<file path="src/rtl/banco_escalonador_if.sv">
// banco_escalonador_if: writeback, reservation, issue-read and bank pins of the write-port scheduler
interface banco_escalonador_if;
  logic        r0_valid, r1_valid, r0_ready, r1_ready;
  logic        reserve_en, rd_use1, rd_use2, rd_stall, bank_wr_en;
  logic [3:0]  r0_addr, r1_addr, reserve_addr, rd_addr1, rd_addr2;
  logic [3:0]  bank_rd1, bank_rd2, bank_wr_addr;
  logic [31:0] r0_data, r1_data, rd_data1, rd_data2;
  logic [31:0] bank_out1, bank_out2, bank_wr_data;
  modport slave (
    input  r0_valid, r0_addr, r0_data, r1_valid, r1_addr, r1_data,
           reserve_en, reserve_addr, rd_addr1, rd_addr2, rd_use1, rd_use2,
           bank_out1, bank_out2,
    output r0_ready, r1_ready, rd_data1, rd_data2, rd_stall,
           bank_rd1, bank_rd2, bank_wr_addr, bank_wr_data, bank_wr_en
  );
  modport master (
    output r0_valid, r0_addr, r0_data, r1_valid, r1_addr, r1_data,
           reserve_en, reserve_addr, rd_addr1, rd_addr2, rd_use1, rd_use2,
           bank_out1, bank_out2,
    input  r0_ready, r1_ready, rd_data1, rd_data2, rd_stall,
           bank_rd1, bank_rd2, bank_wr_addr, bank_wr_data, bank_wr_en
  );
endinterface

</file>
<file path="src/rtl/banco_escalonador.sv">
// banco_escalonador: write-port arbiter and RAW scoreboard for bancoRegistrador; define BANCO_BYPASS_EN to forward the in-flight write to reads
module banco_escalonador (
  input logic clk,
  input logic rst,
  banco_escalonador_if.slave bus
);
  logic [15:0] busy;
  logic        prio;
  logic        g0, g1;
  logic        wr_en;
  logic [3:0]  wr_addr;
  logic [31:0] wr_data;
  logic        fwd1, fwd2;
  // round-robin grant: a lone requester wins, contention goes to prio
  always_comb begin
    g0 = ~rst & bus.r0_valid & (~bus.r1_valid | ~prio);
    g1 = ~rst & bus.r1_valid & (~bus.r0_valid | prio);
  end
  // prio flips to the loser only on contended cycles
  always_ff @(posedge clk) begin
    if (rst) prio <= 1'b0;
    else if (bus.r0_valid & bus.r1_valid) prio <= ~prio;
  end
  // single-cycle write stage driving the bank write port
  always_ff @(posedge clk) begin
    if (rst) begin
      wr_en   <= 1'b0;
      wr_addr <= 4'd0;
      wr_data <= 32'd0;
    end else begin
      wr_en <= g0 | g1;
      if (g0 | g1) begin
        wr_addr <= g1 ? bus.r1_addr : bus.r0_addr;
        wr_data <= g1 ? bus.r1_data : bus.r0_data;
      end
    end
  end
  // scoreboard: the write clears its bit, a same-edge reserve re-sets it
  always_ff @(posedge clk) begin
    if (rst) busy <= 16'd0;
    else busy <= (busy & ~({15'd0, wr_en} << wr_addr)) | ({15'd0, bus.reserve_en} << bus.reserve_addr);
  end
`ifdef BANCO_BYPASS_EN
  // forward the write-stage value to a matching source
  always_comb begin
    fwd1 = wr_en & (wr_addr == bus.rd_addr1);
    fwd2 = wr_en & (wr_addr == bus.rd_addr2);
  end
`else
  // no bypass: reads always see the bank
  always_comb begin
    fwd1 = 1'b0;
    fwd2 = 1'b0;
  end
`endif
  // combinational read path, hazard and port outputs
  always_comb begin
    bus.r0_ready     = g0;
    bus.r1_ready     = g1;
    bus.bank_rd1     = bus.rd_addr1;
    bus.bank_rd2     = bus.rd_addr2;
    bus.bank_wr_en   = wr_en;
    bus.bank_wr_addr = wr_addr;
    bus.bank_wr_data = wr_data;
    bus.rd_data1     = fwd1 ? wr_data : bus.bank_out1;
    bus.rd_data2     = fwd2 ? wr_data : bus.bank_out2;
    bus.rd_stall     = (bus.rd_use1 & busy[bus.rd_addr1] & ~fwd1) | (bus.rd_use2 & busy[bus.rd_addr2] & ~fwd2);
  end
endmodule
</file>
<file path="src/flat_wrapper.sv">
// flat-port wrapper written by rule: the top's interface ports become plain ports
module banco_escalonador_flat 
  (clk, rst, bus_r0_valid, bus_r0_addr, bus_r0_data, bus_r1_valid, bus_r1_addr, bus_r1_data, bus_reserve_en, bus_reserve_addr, bus_rd_addr1, bus_rd_addr2, bus_rd_use1, bus_rd_use2, bus_bank_out1, bus_bank_out2, bus_r0_ready, bus_r1_ready, bus_rd_data1, bus_rd_data2, bus_rd_stall, bus_bank_rd1, bus_bank_rd2, bus_bank_wr_addr, bus_bank_wr_data, bus_bank_wr_en);
  banco_escalonador_if bus_i ();
  input logic clk;
  input logic rst;
  input wire logic [$bits(bus_i.r0_valid)-1:0] bus_r0_valid;
  input wire logic [$bits(bus_i.r0_addr)-1:0] bus_r0_addr;
  input wire logic [$bits(bus_i.r0_data)-1:0] bus_r0_data;
  input wire logic [$bits(bus_i.r1_valid)-1:0] bus_r1_valid;
  input wire logic [$bits(bus_i.r1_addr)-1:0] bus_r1_addr;
  input wire logic [$bits(bus_i.r1_data)-1:0] bus_r1_data;
  input wire logic [$bits(bus_i.reserve_en)-1:0] bus_reserve_en;
  input wire logic [$bits(bus_i.reserve_addr)-1:0] bus_reserve_addr;
  input wire logic [$bits(bus_i.rd_addr1)-1:0] bus_rd_addr1;
  input wire logic [$bits(bus_i.rd_addr2)-1:0] bus_rd_addr2;
  input wire logic [$bits(bus_i.rd_use1)-1:0] bus_rd_use1;
  input wire logic [$bits(bus_i.rd_use2)-1:0] bus_rd_use2;
  input wire logic [$bits(bus_i.bank_out1)-1:0] bus_bank_out1;
  input wire logic [$bits(bus_i.bank_out2)-1:0] bus_bank_out2;
  output wire logic [$bits(bus_i.r0_ready)-1:0] bus_r0_ready;
  output wire logic [$bits(bus_i.r1_ready)-1:0] bus_r1_ready;
  output wire logic [$bits(bus_i.rd_data1)-1:0] bus_rd_data1;
  output wire logic [$bits(bus_i.rd_data2)-1:0] bus_rd_data2;
  output wire logic [$bits(bus_i.rd_stall)-1:0] bus_rd_stall;
  output wire logic [$bits(bus_i.bank_rd1)-1:0] bus_bank_rd1;
  output wire logic [$bits(bus_i.bank_rd2)-1:0] bus_bank_rd2;
  output wire logic [$bits(bus_i.bank_wr_addr)-1:0] bus_bank_wr_addr;
  output wire logic [$bits(bus_i.bank_wr_data)-1:0] bus_bank_wr_data;
  output wire logic [$bits(bus_i.bank_wr_en)-1:0] bus_bank_wr_en;
  assign bus_i.r0_valid = bus_r0_valid;
  assign bus_i.r0_addr = bus_r0_addr;
  assign bus_i.r0_data = bus_r0_data;
  assign bus_i.r1_valid = bus_r1_valid;
  assign bus_i.r1_addr = bus_r1_addr;
  assign bus_i.r1_data = bus_r1_data;
  assign bus_i.reserve_en = bus_reserve_en;
  assign bus_i.reserve_addr = bus_reserve_addr;
  assign bus_i.rd_addr1 = bus_rd_addr1;
  assign bus_i.rd_addr2 = bus_rd_addr2;
  assign bus_i.rd_use1 = bus_rd_use1;
  assign bus_i.rd_use2 = bus_rd_use2;
  assign bus_i.bank_out1 = bus_bank_out1;
  assign bus_i.bank_out2 = bus_bank_out2;
  assign bus_r0_ready = bus_i.r0_ready;
  assign bus_r1_ready = bus_i.r1_ready;
  assign bus_rd_data1 = bus_i.rd_data1;
  assign bus_rd_data2 = bus_i.rd_data2;
  assign bus_rd_stall = bus_i.rd_stall;
  assign bus_bank_rd1 = bus_i.bank_rd1;
  assign bus_bank_rd2 = bus_i.bank_rd2;
  assign bus_bank_wr_addr = bus_i.bank_wr_addr;
  assign bus_bank_wr_data = bus_i.bank_wr_data;
  assign bus_bank_wr_en = bus_i.bank_wr_en;
  banco_escalonador u_core (.clk(clk), .rst(rst), .bus(bus_i));
endmodule
</file>
<file path="config.mk">
export PLATFORM = sky130hd
export DESIGN_NAME = banco_escalonador_flat
export DESIGN_NICKNAME = d
export VERILOG_FILES = /design/src/rtl/banco_escalonador_if.sv /design/src/rtl/banco_escalonador.sv /design/src/flat_wrapper.sv
export SDC_FILE = /design/constraint.sdc
export NUM_CORES = 1
export LEC_CHECK = 0
export ABC_AREA = 0
export CAP_MARGIN = 30
export CORE_AREA = 2 2 104 106
export CTS_BUF_LIST = sky130_fd_sc_hd__clkbuf_4
export DETAILED_ROUTE_END_ITERATION = 7
export DIE_AREA = 0 0 106 108
export GPL_TIMING_DRIVEN = 0
export PLACE_DENSITY = 0.75
export SETUP_SLACK_MARGIN = 0.5
export SLEW_MARGIN = 40
export SYNTH_ARGS = -nofsm -noshare
export SYNTH_HDL_FRONTEND = slang
export SYNTH_SLANG_ARGS = --single-unit
</file>
<file path="constraint.sdc">
create_clock -name clk -period 1.84 [get_ports clk]
set_input_delay 0.184 -clock clk [delete_from_list [all_inputs] [get_ports clk]]
set_output_delay 0.184 -clock clk [all_outputs]
set_load 0.03 [all_outputs]
</file>
# Word-level counts from Yosys, hierarchy flattened
# Index checks and enable logic that the tools add are counted.
# word_totals
register_bits	54
out_inout_bits	112
word_cells	33
# op_classes
order_cmp	2
shifts	2
muxes	6
n_bitwise	18
# ops
op	count
$mux W32	1
$shl A1 B4 Y16	2
$and A16 B16 Y16	1
$not A16 Y16	1
$or A16 B16 Y16	1
$lt A4 B5 Y1 const B	2
$bmux W1 S4	2
$and A1 B1 Y1	7
$mux W4	1
$not A1 Y1	4
$or A1 B1 Y1	4
$mux W1	2

# Depth between registers and ports, before layout
# depth
word_depth	4
mapped_depth	6
ltp_nobuf	4

# Worst setup path after synthesis
# OpenSTA, ideal clock, no wires.
# synth_path
kind	register to output
from	reg u_core.busy[3]
to	out bus_rd_stall
arrival_ns	1.418
setup_slack_ns	0.238
path_stages_with_launch	5
path_buffers	0
path_cell_list	dfxtp_1 -> mux4_1 -> mux2_2 -> nand3b_1 -> nand4_1
# synth_between
elab_chain_cells	4
# synth_rtl
element	line_no	rtl
start, declared	banco_escalonador.sv:7	logic [15:0] busy;
start signal, assigned	banco_escalonador.sv:41	else busy <= (busy & ~({15'd0, wr_en} << wr_addr)) | ({15'd0, bus.reserve_en} << bus.reserve_addr);
$bmux W1 S4	banco_escalonador.sv:67	bus.rd_stall = (bus.rd_use1 & busy[bus.rd_addr1] & ~fwd1) | (bus.rd_use2 & busy[bus.rd_addr2] & ~fwd2);
$mux W1 (implied by the code)	banco_escalonador.sv:67	
$and A1 B1 Y1	banco_escalonador.sv:67	
$or A1 B1 Y1 *	banco_escalonador.sv:67	
end, declared	flat_wrapper.sv:25	output wire logic [$bits(bus_i.rd_stall)-1:0] bus_rd_stall;
# Every way passes the cells marked *; elsewhere a longest branch is shown, timed or not. The select of a mux whose other input is x is not followed.

# Worst setup path after layout
# layout_path
from	reg u_core.busy[6]
to	out bus_rd_stall
# The elaborated chain is that of the path after synthesis.

==> flow_metrics.py <==
metrics = {
    "outcome": {
        "status": "finished with violations",
        "violations": "setup timing",
    },
    "floorplanning": {
        "boundaryPins": 267,
        "initial_core_util": 0.307,
        "num_rows": 37,
        "die_h_um": 108,
        "core-area_um2": 10200,
        "die_area_um2": 11400,
        "die_x_um": 106,
    },
    "cts": {
        "cts_buffers": 5,
        "ctsHoldBuffers": 0,
        "h-tree-depth": 2,
        "insertion_delay_ns": 0.36,
        "cts_buffer_depth": 2,
        "cts_sinks": 54,
        "clkTransAtPathRegs_ns": 0.15,
        "cts_root_buf": "clkbuf_4",
        "cts_tree": "done",
    },
    "synthesis": {
        "synthTopCellsByArea": "dfxtp_1, buf_4, mux2i_1, a211oi_1, mux4_1",
        "yosys.cell_types.count": 28,
        "syn_inst": 341,
        "synth_top_cell_area_share": 0.344,
        "ys_seq_elements": 54,
        "synth_area_um2": 3140,
        "yosys.area.top_type": "dfxtp_1",
        "yosysSeqAreaShare": 0.344,
        "synth_ff_type": "dfxtp_1",
        "yosysWarningCount": 0,
        "synthesis.nets": 496,
        "syn_area_per_cell_um2": 9.22,
        "async_flop_share": 0,
        "synth_edf_count": 0,
    },
    "finish": {
        "finalNetCount": 716,
        "drive_above_1_share": 0.343,
        "antenna_cells": 0,
        "fin_area_um2": 5670,
        "area_growth_pct": 80.3,
    },
    "detailed_routing": {
        "dr.pass1.iters": 4,
        "drt_iter0_markers": 84,
        "wl_per_cell_um": 14.8,
        "ant_nets": 0,
        "via_per_inst": 4.58,
        "vias": 3197,
        "drc": 0,
        "wirelength_um": 10300,
    },
    "sta": {
        "slew_violations": 0,
        "period_share": 1.08,
        "rsz0062_at_grt": "true",
        "hold_viol": 0,
        "timing.final.ws_setup_ns": -0.149,
        "timing.fmax_mhz": 503,
        "slew_headroom": 0.590,
        "worstMarginPinSlew_ns": 0.615,
        "setup_viol": 1,
        "holdWs_ns": 0.363,
        "timing.final.crit_period_ns": 1.99,
        "clock_skew_ns": 0.00531,
    },
    "global_route": {
        "grt_use_total": 0.171,
        "grt_max_degree": 16,
        "first_global_vias": 3151,
        "grt_pass1_wl_um": 15800,
        "antenna_found_initial": 0,
        "grt.overflow.total": 0,
    },
    "critical_path": {
        "worst_setup_path_start_kind": "register",
        "cp_max_fo": 3,
        "critPathArrivalTime_ns": 1.80,
        "cp-end-kind": "primary output",
        "cp.required_ns": 1.66,
        "worstSetupPathType": "register to primary output",
    },
    "place": {
        "place_congestion": 0.783,
        "post-dp-hpwl_um": 8170,
        "placed_area_um2": 5330,
        "io_buffer_count": 202,
    },
    "pwr": {
        "leakage_uw": 0.00227,
        "p_int_uw": 2060,
        "p_comb_frac": 0.415,
        "finalPower_uw": 3110,
        "power_switching_uw": 1050,
        "peakVddDrop_uv": 354,
        "share_seq_of_total_power": 0.417,
        "pwr-share-clk": 0.168,
        "power_density_nw_per_um2": 549,
        "switching_share": 0.337,
    },
    "flow_run": {
        "cap_viol_max_count": 0,
    },
    "worst_hold_path": {
        "min-delay-path-class": "input pin to register",
    },
}
-- path summary, 6_finish.rpt --
path	start	endpoint	cells past startpoint	slack, ns
max	u_core.busy[6]$_SDFF_PP0_	bus_rd_stall	5	-0.15
min reg2reg	u_core.busy[10]$_SDFF_PP0_	u_core.busy[10]$_SDFF_PP0_	2	0.51
min	bus_r0_valid	u_core.prio$_SDFFE_PP0P_	4	0.36
max reg2reg	u_core.prio$_SDFFE_PP0P_	u_core.bus.bank_wr_data[11]$_SDFFE_PP0P_	6	0.39
-- power by group through the flow --
stage | combinational, µW | clock [µW] | sequential [µW]
6_report | 1290 | 524 | 1300
3_3_place_gp | 1220 | 0 | 1310
3_5_place_dp | 1230 | 0 | 1320
2_1_floorplan | 538 | 0 | 1440
4_1_cts | 1270 | 548 | 1290
5_1_grt | 1360 | 591 | 1310
-- metal layers --
layer	vias up	GRT usage	share of wire	wire, µm
met3	10	0.0506	0.094	967
li1	1574	-	-	-
met4	0	0.0367	0.011	117
met2	167	0.325	0.52	5350
met5	-	0	0	0
met1	1446	0.189	0.38	3900
-- cell usage after synthesis, types with 2 or more instances --
library cell  instances
nand2_1              15
mux2i_1              36
dfxtp_1              54
a21oi_1              16
inv_1                 2
clkbuf_1              6
a211oi_1             37
nand3b_1              4
mux2_2                4
mux4_1                8
nor2_1               40
buf_6                 3
buf_4                73
o21ai_0              16
buf_2                 5
nor2b_1               2
buf_1                 2
nand2b_1              2
nand3_1               7
-- state kept, by name, summed over array words and instances, names as in the netlist --
| register | cells |
|---|---|
| u_core.bus.bank_wr_data | 32 |
| u_core.busy | 16 |
| u_core.bus.bank_wr_en | 1 |
| u_core.bus.bank_wr_addr | 4 |
| u_core.prio | 1 |
-- layout make-up --
| cell class | instances | area, µm² |
|---|---|---|
| multi-input cells | 196 | 1560 |
| clock inverters | 2 | 8.76 |
| clock buffers | 6 | 45.0 |
| inverters | 2 | 7.51 |
| repair buffers | 213 | 2090 |
| fillers | 903 | 4560 |
| well taps | 136 | 170 |
| flip-flops and latches | 54 | 1090 |
| plain buffers | 89 | 694 |
-- metrics by stage --
| step | worst slack, ns | util | std cells | TNS [ns] |
|---|---|---|---|---|
| after floorplan | 0.259 | - | 341 | 0 |
| after global placement | -0.851 | 0.521 | 679 | -4.76 |
| after detailed placement | -0.863 | 0.521 | 679 | -5.55 |
| after CTS | -0.187 | 0.550 | 697 | -0.187 |
| after global routing | -0.225 | 0.554 | 698 | -0.225 |
| final | -0.149 | 0.554 | 698 | -0.149 |
-- cells in the final DEF (no fill, tap or decap), drive strengths merged, types with 2 or more instances in the layout --
cell type	n
mux2i	36
clkinv	2
a211oi	37
clkdlybuf4s15	18
buf	96
nand2	15
mux4	8
dlygate4sd2	6
nor2	41
nand3b	4
clkdlybuf4s50	147
inv	2
nand2b	2
dfxtp	54
o21ai	16
clkbuf	39
a21oi	16
nor2b	2
mux2	4
nand3	7
-- critical path, stage by stage (launching register included) --
cell and delay, ns:
dfxtp_2 0.36, mux4_2 0.46, mux2_4 0.27, nand3b_1 0.08
nand4_1 0.12, buf_6 0.16
-- kinds of logic (layout without fill, tap and decap cells) --
family	after synthesis	count (layout)	share of synthesized area
xor gates and xnor gates	1	1	0.00279
and+or+nand+nor	77	77	0.110
AOI/OAI and AO/OA	70	70	0.142
DFF	54	54	0.344
muxes	48	48	0.196
buffers and inverters	91	312	0.205
-- repair_timing --
item                                    4_1_cts  5_1_grt
cloned                                        3        0
buffers inserted                              7        1
pin swaps                                    37        0
resized for setup                           154       74
endpoints found under the setup margin       85       75
Power figures use the tool's default switching activity.
